**src/rtl/store_monitor.sv**
```systemverilog
// Store monitor for the single-cycle computer's data-memory write port:
// logs stores into a FWFT FIFO and decides pass/fail/timeout on WATCH_ADDR.
module store_monitor #(
  parameter int unsigned   n          = 32,
  parameter int unsigned   DEPTH      = 8,
  parameter logic [n-1:0]  WATCH_ADDR = 84,
  parameter logic [n-1:0]  EXPECT     = 32'h96,
  parameter int unsigned   TIMEOUT    = 1024
) (
  input  logic                     clk,
  input  logic                     reset,
  input  logic                     enable,
  input  logic                     memwrite,
  input  logic [n-1:0]             dataadr,
  input  logic [n-1:0]             writedata,
  input  logic                     log_ready,
  output logic                     log_valid,
  output logic [n-1:0]             log_addr,
  output logic [n-1:0]             log_data,
  output logic [$clog2(DEPTH):0]   count,
  output logic                     overflow,
  output logic                     done,
  output logic                     pass,
  output logic                     fail,
  output logic                     timeout
);

  localparam int unsigned AW = $clog2(DEPTH);
  localparam int unsigned CW = $clog2(TIMEOUT) + 1;

  typedef enum logic [1:0] {S_IDLE, S_RUN, S_PASS, S_FAIL} state_t;

  state_t          state_q, state_d;
  logic [CW-1:0]   cyc_q;
  logic [AW-1:0]   wp_q, rp_q;
  logic [AW:0]     cnt_q;
  logic            ovf_q, to_q;
  logic [n-1:0]    mem_a [DEPTH];
  logic [n-1:0]    mem_d [DEPTH];

  logic active, capture, watch_hit, term, full, pop, push;

  assign active    = (state_q == S_RUN) && enable;
  assign capture   = active && memwrite;
  assign watch_hit = capture && (dataadr == WATCH_ADDR);
  assign term      = active && (cyc_q == CW'(TIMEOUT - 1));
  assign full      = (cnt_q == (AW+1)'(DEPTH));
  assign pop       = log_valid && log_ready;
  // A full FIFO still accepts the store when the head leaves on the same edge.
  assign push      = capture && (!full || pop);

  always_ff @(posedge clk or negedge reset) begin
    if (!reset) begin
      state_q <= S_IDLE;
      cyc_q   <= '0;
      to_q    <= 1'b0;
    end else begin
      state_q <= state_d;
      if (active && (cyc_q != CW'(TIMEOUT - 1)))
        cyc_q <= cyc_q + CW'(1);
      if (term && !watch_hit)
        to_q <= 1'b1;
    end
  end

  always_comb begin
    state_d = state_q;
    unique case (state_q)
      S_IDLE: if (enable) state_d = S_RUN;
      S_RUN: begin
        if (!enable)        state_d = S_IDLE;
        else if (watch_hit) state_d = (writedata == EXPECT) ? S_PASS : S_FAIL;
        else if (term)      state_d = S_FAIL;
      end
      default: ;
    endcase
  end

  always_comb begin
    done = 1'b0;
    pass = 1'b0;
    fail = 1'b0;
    unique case (state_q)
      S_PASS:  begin done = 1'b1; pass = 1'b1; end
      S_FAIL:  begin done = 1'b1; fail = 1'b1; end
      default: ;
    endcase
  end

  always_ff @(posedge clk or negedge reset) begin
    if (!reset) begin
      wp_q  <= '0;
      rp_q  <= '0;
      cnt_q <= '0;
      ovf_q <= 1'b0;
    end else begin
      if (push) wp_q <= wp_q + AW'(1);
      if (pop)  rp_q <= rp_q + AW'(1);
      if (push && !pop)      cnt_q <= cnt_q + (AW+1)'(1);
      else if (pop && !push) cnt_q <= cnt_q - (AW+1)'(1);
      if (capture && full && !pop) ovf_q <= 1'b1;
    end
  end

  always_ff @(posedge clk) begin
    if (push) begin
      mem_a[wp_q] <= dataadr;
      mem_d[wp_q] <= writedata;
    end
  end

  assign log_valid = (cnt_q != '0);
  assign log_addr  = mem_a[rp_q];
  assign log_data  = mem_d[rp_q];
  assign count     = cnt_q;
  assign overflow  = ovf_q;
  assign timeout   = to_q;

endmodule

```
**config.mk**
```make
export PLATFORM = sky130hd
export DESIGN_NAME = store_monitor
export DESIGN_NICKNAME = d
export VERILOG_FILES = /design/src/rtl/store_monitor.sv
export SDC_FILE = /design/constraint.sdc
export NUM_CORES = 1
export LEC_CHECK = 0
export ABC_AREA = 1
export CAP_MARGIN = 20
export CORE_MARGIN = 3
export CORE_UTILIZATION = 30
export CTS_CLUSTER_SIZE = 25
export DETAILED_ROUTE_END_ITERATION = 12
export PLACE_DENSITY = 0.52
export SLEW_MARGIN = 5
export SYNTH_ARGS = -nofsm -noshare
export SYNTH_HDL_FRONTEND = slang
export SYNTH_SLANG_ARGS = --single-unit
```
**constraint.sdc**
```tcl
create_clock -name clk -period 5.7 [get_ports clk]
set_clock_uncertainty 0.2 [all_clocks]
set_input_delay 1.425 -clock clk [delete_from_list [all_inputs] [get_ports clk]]
set_output_delay 1.425 -clock clk [all_outputs]
set_load 0.01 [all_outputs]
```
After elaboration in Yosys (flattened, before gate mapping)
Memories as Yosys holds them, arrays and structs flattened. Index checks and enable logic that the tools add are counted.

Reduce and logical (&&, ||, !) cells: 23. Muxes and demuxes: 13. Equal/unequal tests: 10. Add/sub/neg operators: 5.

Operator list (number): == test 32 x 7 -> 1 bit (second input constant) (1); == test 32 x 8 -> 1 bit (second input constant) (1); logical AND 1 bit (12); adder 11 x 1 -> 11 bit (second input constant) (1); == test 11 x 10 -> 1 bit (second input constant) (1); inequality test 11 x 10 -> 1 bit (second input constant) (1); 2-to-1 mux 2 bit (4); 2-to-1 mux 4 bit (2); adder 3 x 1 -> 3 bit (second input constant) (2); 2-to-1 mux 1 bit (6); adder 4 x 1 -> 4 bit (second input constant) (1); == test 2 bit (second input constant) (2); == test 4 bit (second input constant) (1); logical NOT 1 bit (4); inequality test 4 bit (second input constant) (1); one-hot mux 2 bit (2 select lines) (1); nonzero test 2 bit (2); nonzero test 4 bit (1); subtractor 4 x 1 -> 4 bit (second input constant) (1); AND reduction 3 bit (1); == test 2 x 1 -> 1 bit (second input constant) (1); logical NOT 2 bit (1); inequality test 2 bit (second input constant) (1); OR reduction 2 bit (1); logical OR 1 bit (1).

Memories: 2. Input port bits: 69. Memory bits (writable): 512. Bits in registers: 25.

Memories: mem_a (depth 8, width 32, rd ports 1, clocked after Yosys merged registers in 0, wr ports 1, line 38) `logic [n-1:0] mem_a [DEPTH];`; mem_d (depth 8, width 32, rd ports 1, clocked after Yosys merged registers in 0, wr ports 1, line 39) `logic [n-1:0] mem_d [DEPTH];`.

Longest topological paths before layout
Gate-level depths: netlist of the first run.

Depth in word-level cells: 8. Mapped depth: 14.

Least setup slack after synthesis of the first run
No wires, ideal clock.

Path kind: input-to-reg. From: in enable. To: mem mem_a[0][0], enable pin. Data arrival time: 4.733 ns. Setup slack: 0.281 ns. Stages: 5. Library setup time: 0.486 ns. Required time: 5.014 ns. Path buffers: 0. Cell sequence: nand3_1 > nor2_1 > nand2_1 > or2_2 > nor2_1.

Longest elaborated chain between the ends: 5.

Ends and longest elaborated chain: from (decl) (line 12) `input logic enable,`; logical AND 1 bit (line 43) `assign active = (state_q == S_RUN) && enable;`; logical AND 1 bit (line 44) `assign capture = active && memwrite;`; logical AND 1 bit (line 50) `assign push = capture && (!full || pop);`; 2-to-1 mux 1 bit (line 106) `if (push) begin`; 2-to-1 mux 1 bit (not written as such) (line 107) `mem_a[wp_q] <= dataadr;`; to (decl) (line 38).

No other way between the ends.

Final worst setup path of the first run
From: reg rp_q[1]. To: out log_data[1].

Longest elaborated chain between the ends: 1.

Ends and longest elaborated chain: from (decl) (line 35) `logic [AW-1:0] wp_q, rp_q;`; from (signal assigned) (line 98) `if (pop) rp_q <= rp_q + AW'(1);`; memory (8 x 32 bit); to (decl) (line 19) `output logic [n-1:0] log_data,`.

No other way between the ends.

==> results summary, run 1 <==
The area fraction in and, or, nand and nor cells after synthesis is 11.7%. The clock transition time at the flip-flop clock pins of the worst setup and hold paths is 60 ps. The mux share of post-synthesis cell area is 0.0523%.

Routability-driven placement finished with a final weighted congestion of 0.716. The synthesized netlist cell count came out at 1751. The maximum resistive drop on vdd came out at 0.227 mV.

The clock root buffer is sky130_fd_sc_hd__clkbuf_16. The CTS H-tree depth came out at 2. The repair_antennas step left the layout with diodes totalling 0.

The number of iterations in the first detailed-routing pass is 5. The final total negative setup slack is 0 ps. The critical path is of the reg2out type.

The met3 demand-to-capacity share in global routing came out at 2.43%. For this design, the sink count on the clock tree is 537. Of the cells placed in the final design, the portion with a size suffix greater than 1 is 6.15%. After Yosys synthesis, XOR and XNOR cells account for 0.488% of the synthesized area. The worst reg-to-reg path cell count is 6. The count of pins over their slew limit came out at 0. The slowest stage of the critical path belongs to the cell sky130_fd_sc_hd__dfrtp_4. Detailed placement finished with a half-perimeter wire length of 29200 µm.

The most critical setup path has its endpoint at log_data[1]. Global routing consumed, on the met2 layer, 23.5% of the routing resources. Setup violations remaining at the end of the flow were counted as 0.

In this run the worst setup path begins at rp_q[1]$_DFFE_PN0N_. The global routing stage identified its most utilized layer as met2. The post-synthesis compound-gate area fraction came out at 9.70%. By area the synthesized netlist is led by sky130_fd_sc_hd__edfxtp_1 71%, sky130_fd_sc_hd__nor2_1 6.6%, sky130_fd_sc_hd__nand2_1 4.5%. The die area is 75000 µm². The worst hold-check path type is reg2reg.

After synthesis, the mean cell area works out to 12.3 µm². The largest fanout on the critical path is 56. The cell count after placement came out at 2759. The global-route usage over all layers came out at 14.6%. The first global-routing pass estimated 84300 µm of wire. By area, the combinational part of the netlist is dominated by simple AND/OR/NAND/NOR gates. The area growth from synthesis to layout is 19.1%. The total of cells resized after clock tree synthesis is 0. The required time of the critical path came out at 4070 ps.

During placement, the flow inserted port buffers numbering 142. The summed instance area of the synthesized netlist came out at 21500 µm². The maximum cell stage delay along the critical path is 860 ps.

The library cell used most frequently in the layout, excluding fill and tap cells, is sky130_fd_sc_hd__edfxtp_1. The average wire per standard cell came out at 19.3 µm. The part of the Yosys area used for sequential elements is 74.4%. The top cell types in the final layout, fill and taps aside, are 512 x sky130_fd_sc_hd__edfxtp_1, 373 x sky130_fd_sc_hd__nor2_1, 259 x sky130_fd_sc_hd__nand2_1.

143 I/O pins were placed. The placeable core area came out at 70500 µm². The final critical path takes up 90.0% of the cycle. The signal on the critical path passes through inv_4 -> buf_4 -> nor2_1 -> o21ai_0 -> a31oi_1 -> clkdlybuf4s50_1. The remaining number of nets flagged by the antenna check after routing is 0.

The run finished with clean final reports. The initial antenna violation count is 1. The number of global-route vias before repair is 13434. The data arrival time of the worst path is 3510 ps. The initial standard-cell utilization of the core came out at 30.5%.

The met1 demand-to-capacity share in global routing came out at 20.8%. Timing would allow up to 195 MHz. Hold is met by 277 ps. The fraction of synthesized cell area taken by the top area cell type came out at 71.4%. The quantity of hold-fixing buffers added after cts came out at 0. The worst register-to-register path ends at mem_a[6][11]$_DFFE_PP_.

The number of buffers inserted by post-CTS setup repair is 0. The overflow left after global routing came out at 0. The average vias per placed instance came out at 4.68. The biggest area contributor in the post-synthesis netlist is sky130_fd_sc_hd__edfxtp_1. The max-capacitance violation count is 0. The distinct cell type count after synthesis came out at 31.

The maximum number of pins on one net before global-route repair is 159. The number of warnings reported in the yosys synthesis log came out at 0. The completed layout was analyzed and its total power is 0.00782 W. The ratio of total power to cell area is 305 nW/µm².

The flop-to-flop setup slack came out at 2840 ps. The net count reported at finish came out at 1953. The time the worst path needs with I/O delays and setup came out at 5130 ps. The vias after detailed routing came out at 13389. At the pin with the least slew margin, the transition time is 997 ps. The final hold violation count is 0. The worst relative slew slack is 33.6%. The final standard cell utilization of the core came out at 36.4%.

The total CTS buffers is 56. The first routing iteration left 1031 violations. The adder and majority gate portion of the synthesized area came out at 0.442%. The count of unresolved DRC violations after routing came out at 0. TritonCTS built the clock tree. The floorplan step set the die width to 274 µm. The reported leakage power is 8.58 nW. At the later pin of the worst-skew pair, clock insertion delay measures 610 ps. In this run, synthesis produced a sequential element count of 537. The worst setup path is launched from a register. The floorplan step set the die height to 274 µm. After detailed routing, the total wire length is 55300 µm.

STA classifies the critical path endpoint as an output port. The number of buffers on the longest clock path is 3. The initialized floorplan defines 97 standard-cell rows. The number of nets handed over by synthesis was 1827. The filler-free cell count of the finished design is 2859. Setup repair after global routing left no endpoint under its margin. The launching point of the worst reg2reg path is state_q[0]$_DFFE_PN0P_.
==> critical path, delay by kind of cell, from the launching register on <==
family                 cells  cell delay (ps)
buffers and inverters      3             1440
flip-flops                 1              860
AO/OA/AOI/OAI              2              440
AND/OR/NAND/NOR            1              120
==> metrics by stage <==
stage          instance area [µm²]  setup WS, ps
2_1_floorplan                21500           281
3_3_place_gp                 24000          1170
3_5_place_dp                 24000          1170
4_1_cts                      25600           500
5_1_grt                      25600           362
6_report                     25600           569
==> kinds of logic (layout without fill, tap and decap cells) <==
kind of cell / after synthesis / count (layout)
buf+inv: 135 / 303
mux: 1 / 1
flops: 537 / 537
simple gates: 661 / 661
compound gates: 398 / 398
xor+xnor: 12 / 12
fa+ha+maj: 7 / 7
==> final cells by class <==
| class | instances | area, µm² |
|---|---|---|
| clock buffer | 81 | 1530 |
| clock inverter | 19 | 154 |
| fill | 6740 | 44900 |
| inverter | 35 | 143 |
| multi-input combinational | 1079 | 4880 |
| sequential | 537 | 16000 |
| tap | 940 | 1180 |
| timing repair buffer | 168 | 1740 |
==> cell usage after synthesis <==
master and n:
sky130_fd_sc_hd__xnor2_1 6, sky130_fd_sc_hd__nand2_2 1, sky130_fd_sc_hd__nand4_1 3, sky130_fd_sc_hd__or2_2 1
sky130_fd_sc_hd__o21ai_1 74, sky130_fd_sc_hd__o211ai_1 1, sky130_fd_sc_hd__clkbuf_2 2, sky130_fd_sc_hd__o21bai_1 1
sky130_fd_sc_hd__xor2_1 6, sky130_fd_sc_hd__fa_1 1, sky130_fd_sc_hd__inv_2 2, sky130_fd_sc_hd__edfxtp_1 512
sky130_fd_sc_hd__o21ai_2 3, sky130_fd_sc_hd__nand3_1 12, sky130_fd_sc_hd__clkbuf_1 50, sky130_fd_sc_hd__a21oi_1 67
sky130_fd_sc_hd__dfrtp_1 25, sky130_fd_sc_hd__mux2_2 1, sky130_fd_sc_hd__or3_1 1, sky130_fd_sc_hd__buf_2 14
sky130_fd_sc_hd__nand3_2 1, sky130_fd_sc_hd__o21ai_0 188, sky130_fd_sc_hd__a31oi_1 64, sky130_fd_sc_hd__inv_1 33
sky130_fd_sc_hd__buf_4 10, sky130_fd_sc_hd__buf_1 6, sky130_fd_sc_hd__nand2_1 259, sky130_fd_sc_hd__nor3_1 2
sky130_fd_sc_hd__nor2_1 381, sky130_fd_sc_hd__buf_6 18, sky130_fd_sc_hd__ha_1 6
==> per-layer routing <==
layer  share of wire (%)  wire (µm)
met4                 1.6        884
met5               0.024         13
met1                  47      25900
met3                 4.8       2680
met2                  47      25800
==> sequential cells by signal, summed over array words and instances, names as in the netlist <==
register,cells
mem_a,256
state_q,2
timeout,1
rp_q,3
mem_d,256
count,4
cyc_q,11
overflow,1
wp_q,3
==> how the worst min path moves through the flow <==
stage | from | to | slack, ps | cells past startpoint
finish | timeout$_DFFE_PN0P_ | timeout$_DFFE_PN0P_ | 280 | 2
global route | overflow$_DFFE_PN0P_ | overflow$_DFFE_PN0P_ | 320 | 1
CTS | timeout$_DFFE_PN0P_ | timeout$_DFFE_PN0P_ | 280 | 2
detailed placement | timeout$_DFFE_PN0P_ | timeout$_DFFE_PN0P_ | 260 | 2
global placement | timeout$_DFFE_PN0P_ | timeout$_DFFE_PN0P_ | 250 | 2
floorplan | cyc_q[8]$_DFFE_PN0P_ | cyc_q[8]$_DFFE_PN0P_ | 260 | 2
==> power breakdown <==
group	internal, W	leakage [nW]	switching (W)
logic	0.0000455	2.89	0.0000732
registers	0.00432	4.88	0
clock network	0.00190	0.812	0.00148
Note: power is estimated with default switching activity, not from simulation.
==> run 2: changes to the inputs <==
--- a/config.mk
+++ b/config.mk
@@ -7,7 +7,6 @@
 export LEC_CHECK = 0
 export ABC_AREA = 1
 export CAP_MARGIN = 20
-export CORE_MARGIN = 3
 export CORE_UTILIZATION = 30
 export CTS_CLUSTER_SIZE = 25
 export DETAILED_ROUTE_END_ITERATION = 12
==> results summary, run 2 (same netlist as run 1, synthesis figures left out) <==
The critical path contains buffers and inverters numbering 3 combined. The slowest stage of the critical path belongs to the cell sky130_fd_sc_hd__dfrtp_4. The count of pins over their slew limit is 0.

The share of post-route cells with drive strength above 1 came out at 6.96%. The number of iterations in the first detailed-routing pass is 4. The commonest non-fill, non-tap cell in the layout is sky130_fd_sc_hd__edfxtp_1. Dividing the detail-routed wire length by the instance count gives 19.6 µm. The area taken by multi-input logic gates is 4880 µm². The routed design could run at a clock period as short as 5140 ps.

In this design, the largest share of critical-path delay is due to buffers and inverters. The number of top-level pins came out at 143. The remaining number of nets flagged by the antenna check after routing came out at 0. The data arrival time of the worst path is 3510 ps. The vias after detailed routing is 13491.

The number of clock sinks is 537. Dividing total power by cell area gives a power density of 305 nW/µm². The first global-routing pass estimated 84800 µm of wire. The largest fanout on the critical path is 132. The layout filler cell count is 6746. The routed design has 56200 µm of wire. The overflow left after global routing is 0. The largest registers in the layout are mem_a: 256 flops, mem_d: 256 flops, cyc_q: 11 flops. After clock tree synthesis, the repair step resized 0 gates. After clock tree synthesis, the flow added hold-fix buffers numbering 0. Walking the worst path, the cells encountered are inv_8 -> buf_4 -> nor2_1 -> o21ai_0 -> a21oi_1 -> a31oi_1 -> clkdlybuf4s50_1. The final total negative setup slack came out at 0 ps. The count of unresolved DRC violations after routing is 0. The share of the cycle needed by the critical path after routing came out at 90.1%.

The average vias per placed instance is 4.71. The net count reported at finish came out at 1958. The max-capacitance violation count is 0. In this run the static leakage power is 8.62 nW. The clock tree from TritonCTS is yes.

For this run, the top clock speed supported by timing is 195 MHz. The repair_antennas step left the layout with diodes totalling 0. Clock tree synthesis selected as its root buffer the cell sky130_fd_sc_hd__clkbuf_16. The number of buffers inserted by post-CTS setup repair came out at 0.

The CTS H-tree depth is 2. The floorplan die height is 270 µm. The DRC violation total after the first TritonRoute iteration is 814. The die area is 72800 µm². The worst relative slew slack is 35.7%. The area growth from synthesis to layout came out at 19.2%.

The final hold violation count is 0. The min-delay analysis places its worst path in the category reg2reg. In this design, the stage delay of the slowest critical-path cell is 680 ps.

The number of standard-cell rows in the floorplan is 97. The global-route usage over all layers came out at 15.2%. The final standard cell utilization of the core came out at 36.4%. STA classifies the critical path startpoint as a register.

The slew at the pin with the worst max-slew slack came out at 965 ps. The number of global-route vias before repair came out at 13483. The worst setup path is of the reg2out kind.

The x dimension of the die is 270 µm. The initial antenna violation count is 2. The final count of negative-setup-slack endpoints came out at 0. The number of clock buffers added by TritonCTS is 56. No sink is reached through more buffers than the 3 on the longest clock path. Entering global routing, the biggest net connects 133 pins. The required time of the critical path is 4070 ps. The port buffer count is 142. The worst-case IR drop observed on VDD is 0.190 mV.

The placeable core area came out at 70500 µm². The congestion estimate from routability-driven global placement came to 0.739. The register area came out at 16000 µm². The worst setup path is captured at an output port. The clock transition time at the flip-flop clock pins of the worst setup and hold paths came out at 60 ps. Leaving out fill and tap cells, the most frequent cells in the layout are 512 x sky130_fd_sc_hd__edfxtp_1, 373 x sky130_fd_sc_hd__nor2_1, 259 x sky130_fd_sc_hd__nand2_1.

The initial standard-cell utilization of the core is 30.5%. Clock latency on the worst-skew pair, taken at its later pin, is 590 ps. Setup repair after global routing left no endpoint under its margin. The run finished with clean final reports. Detailed placement finished with a half-perimeter wire length of 30000 µm.
[run 2: layout make-up]
type,instances,share of cell area [%]
multi-input combinational,1079,19.0
inverter,35,0.551
clock inverter,34,0.932
tap,940,4.59
clock buffer,67,5.63
sequential,537,62.4
timing repair buffer,173,6.84
[run 2: per-layer routing]
layer | share of wire (%) | GRT usage, % | wire (µm)
met5 | 0.043 | 0 | 24
met4 | 1.3 | 2.95 | 726
met2 | 48 | 25.4 | 27200
met1 | 46 | 20.9 | 26000
met3 | 3.9 | 2.42 | 2170
[run 2: per-stage QoR]
step | cell area [µm²] | hold WS, ps | power, W | instances | setup slack [ps]
floorplan | 21500 | 262 | 0.00441 | 1751 | 281
global route | 25600 | 306 | 0.00808 | 2865 | 379
detailed placement | 24000 | 257 | 0.00452 | 2764 | 1150
finish | 25600 | 276 | 0.00783 | 2865 | 563
CTS | 25600 | 282 | 0.00792 | 2865 | 505
global placement | 24000 | 257 | 0.00451 | 2764 | 1130
[run 2: report_power, final]
part	leakage, nW	internal (W)	switching, W	total (W)
Sequential	4.88	0.00432	0	0.00432
Combinational	2.91	0.0000455	0.0000694	0.000115
Clock	0.829	0.00189	0.00150	0.00340
Total	8.62	0.00626	0.00157	0.00783
[run 2: worst paths after layout]
kind	start	to	slack [ps]	cells after the start
setup / recovery	rp_q[0]$_DFFE_PN0N_	log_addr[17]	560	7
setup reg to reg	state_q[0]$_DFFE_PN0P_	mem_d[3][19]$_DFFE_PP_	2650	7
min in group asynchronous	reset	count[2]$_DFFE_PN0P_	1000	2
hold / removal	overflow$_DFFE_PN0P_	overflow$_DFFE_PN0P_	280	1
max in group asynchronous	reset	rp_q[0]$_DFFE_PN0N_	4010	2
hold reg to reg	overflow$_DFFE_PN0P_	overflow$_DFFE_PN0P_	280	1
[run 2: worst reg2reg max path: cells and delay by family, from the launching register on]
kind	cells	cell delay, ps
AND/OR/NAND/NOR	5	1530
flip-flops	1	500
buffers and inverters	2	480
==> run 3: changes to the inputs <==
--- a/config.mk
+++ b/config.mk
@@ -8,9 +8,11 @@
 export ABC_AREA = 1
 export CAP_MARGIN = 20
 export CORE_UTILIZATION = 30
+export CTS_BUF_LIST = sky130_fd_sc_hd__clkbuf_16
 export CTS_CLUSTER_SIZE = 25
 export DETAILED_ROUTE_END_ITERATION = 12
 export PLACE_DENSITY = 0.52
+export SKIP_LAST_GASP = 1
 export SLEW_MARGIN = 5
 export SYNTH_ARGS = -nofsm -noshare
 export SYNTH_HDL_FRONTEND = slang
==> results summary, run 3 (same netlist as run 1, synthesis figures left out) <==
Leaving out fill and tap cells, the most frequent cell in the layout is sky130_fd_sc_hd__edfxtp_1. The reported leakage power came out at 8.66 nW. The clock tree from TritonCTS is yes. Across the run, the number of max-cap violations was 0. The required time of the critical path came out at 4070 ps. The half-perimeter wire length after placement is 30000 µm. In the routed layout, each cell is associated on average with a via count of 4.71.

The number of clock sinks came out at 537. The post-place instance area came out at 24000 µm². The longest clock path from root to sink contains 3 buffers. The maximum number of pins on one net before global-route repair came out at 133.

The CTS H-tree depth came out at 2. The worst hold path begins at overflow$_DFFE_PN0P_. STA classifies the critical path startpoint as a register.

The hold-critical path endpoint is overflow$_DFFE_PN0P_. Based on the critical path, the design can be clocked at up to 195 MHz. The layout filler cell count came out at 6746.

The overflow left after global routing came out at 0. The largest registers in the layout are mem_a: 256 flops, mem_d: 256 flops, cyc_q: 11 flops. The final worst slack is 565 ps. The number of global-route vias before repair is 13483.

The antenna diode instance count is 0. The number of cells on the worst reg-to-reg path is 7. Setup repair after global routing left no endpoint under its margin.

The final weighted congestion of routability-driven global placement came out at 0.739. The worst-case IR drop observed on VDD is 0.190 mV. The quantity of hold-fixing buffers added after cts is 0. The endpoint of the worst-slack reg-to-reg timing path is mem_d[3][19]$_DFFE_PP_. The largest fanout on the critical path is 132. The worst hold-check path type is reg2reg. At the placement stage, the worst setup path has a slack of 1150 ps.

Wires add up to 56100 µm. After clock tree synthesis, the clock-pin slew on the worst setup and hold paths is 60 ps. The final count of negative-setup-slack endpoints came out at 0. The worst hold path stage count came out at 1. The placeable core area is 70500 µm². In this run, post-CTS repair resized a total of 0 instances.

The global-route wire length before repair came out at 84800 µm. The count of unresolved DRC violations after routing came out at 0. The average wire per standard cell came out at 19.6 µm. The initial standard-cell utilization of the core came out at 30.5%. The floorplan die height is 270 µm. The clock insertion delay at the later pin of the skew report is 590 ps. The initial antenna violation count is 2. The critical path goes through inv_8 -> buf_4 -> nor2_1 -> o21ai_0 -> a21oi_1 -> a31oi_1 -> clkdlybuf4s50_1. The port buffer count is 142. The area growth from synthesis to layout is 19.2%. In this run the register-to-register setup slack is 2650 ps.

In this run the count of I/O pins placed on the die edge is 143. The global-route usage over all layers is 15.2%. The slew at the pin with the worst max-slew slack came out at 965 ps. The vias after detailed routing came out at 13484. The maximum cell stage delay along the critical path is 680 ps. The category of the worst setup path capture point is an output port.

The share of post-route cells with drive strength above 1 came out at 6.96%. STA puts the critical path data arrival time at 3510 ps. The critical path is of the reg2out type. The launching point of the worst reg2reg path is state_q[0]$_DFFE_PN0P_. The flow ran to the end, and the final reports show no timing, DRC or antenna violations. The ratio of total power to cell area is 305 nW/µm². The tree is rooted in a sky130_fd_sc_hd__clkbuf_16. The die covers 72800 µm². The final hold slack is 276 ps. The buffering stage count on the worst path with inverters included came out at 3. The worst relative slew slack came out at 35.7%. The share of the cycle needed by the critical path after routing came out at 90.1%. With fillers left out, the area of the finished cells amounts to 25600 µm². The number of standard-cell rows in the floorplan came out at 97.

The largest individual stage delay along the critical path comes from the cell sky130_fd_sc_hd__dfrtp_4. The number of iterations in the first detailed-routing pass is 4. Post-CTS timing repair inserted 0 buffers for setup. For this run, the post-layout net count is 1958. The final hold violation count is 0.

The DRC violation total after the first TritonRoute iteration came out at 813. The remaining number of nets flagged by the antenna check after routing is 0. Overall power consumption after layout is estimated at 0.00781 W. TritonCTS created 56 clock buffers. The count of pins over their slew limit is 0. The x dimension of the die came out at 270 µm. The time the worst path needs with I/O delays and setup came out at 5140 ps. In the layout the commonest cells are 512 x sky130_fd_sc_hd__edfxtp_1, 373 x sky130_fd_sc_hd__nor2_1, 259 x sky130_fd_sc_hd__nand2_1. The final total negative setup slack is 0 ps. The kind of cell with the highest combined delay along the critical path is buffers and inverters.
## run 3: final cells by class
cell class,count,area (µm²),area share [%]
clock buffer,56,1400,5.46
tap,940,1180,4.59
sequential,537,16000,62.4
multi-input combinational,1079,4880,19.0
timing repair buffer,173,1750,6.84
clock inverter,45,280,1.09
inverter,35,141,0.551
## run 3: where the power goes
group | switching, W | internal [W]
logic | 0.0000693 | 0.0000456
clock network | 0.00150 | 0.00187
registers | 0 | 0.00432
## run 3: stage by stage
stage               utilization, %  cells
global route                  36.4   2865
global placement              34.0   2764
finish                        36.4   2865
CTS                           36.4   2865
floorplan                        -   1751
detailed placement            34.0   2764
## run 3: worst max path at each step
stage                     cells after the start                start                     to
after global placement                        7  rp_q[0]$_DFFE_PN0N_            log_data[2]
after detailed placement                      7  rp_q[0]$_DFFE_PN0N_           log_addr[17]
after floorplan                               5               enable  mem_a[0][0]$_DFFE_PP_
after global routing                          7  rp_q[0]$_DFFE_PN0N_            log_data[2]
after CTS                                     7  rp_q[0]$_DFFE_PN0N_           log_addr[17]
final                                         7  rp_q[0]$_DFFE_PN0N_           log_addr[17]
## run 3: metal layers
| layer | global-route usage, % | vias up | wire (µm) |
|---|---|---|---|
| li1 | - | 6465 | - |
| met1 | 20.9 | 6709 | 26000 |
| met4 | 2.95 | 4 | 726 |
| met3 | 2.42 | 52 | 2180 |
| met2 | 25.4 | 254 | 27200 |
| met5 | 0 | - | 24 |
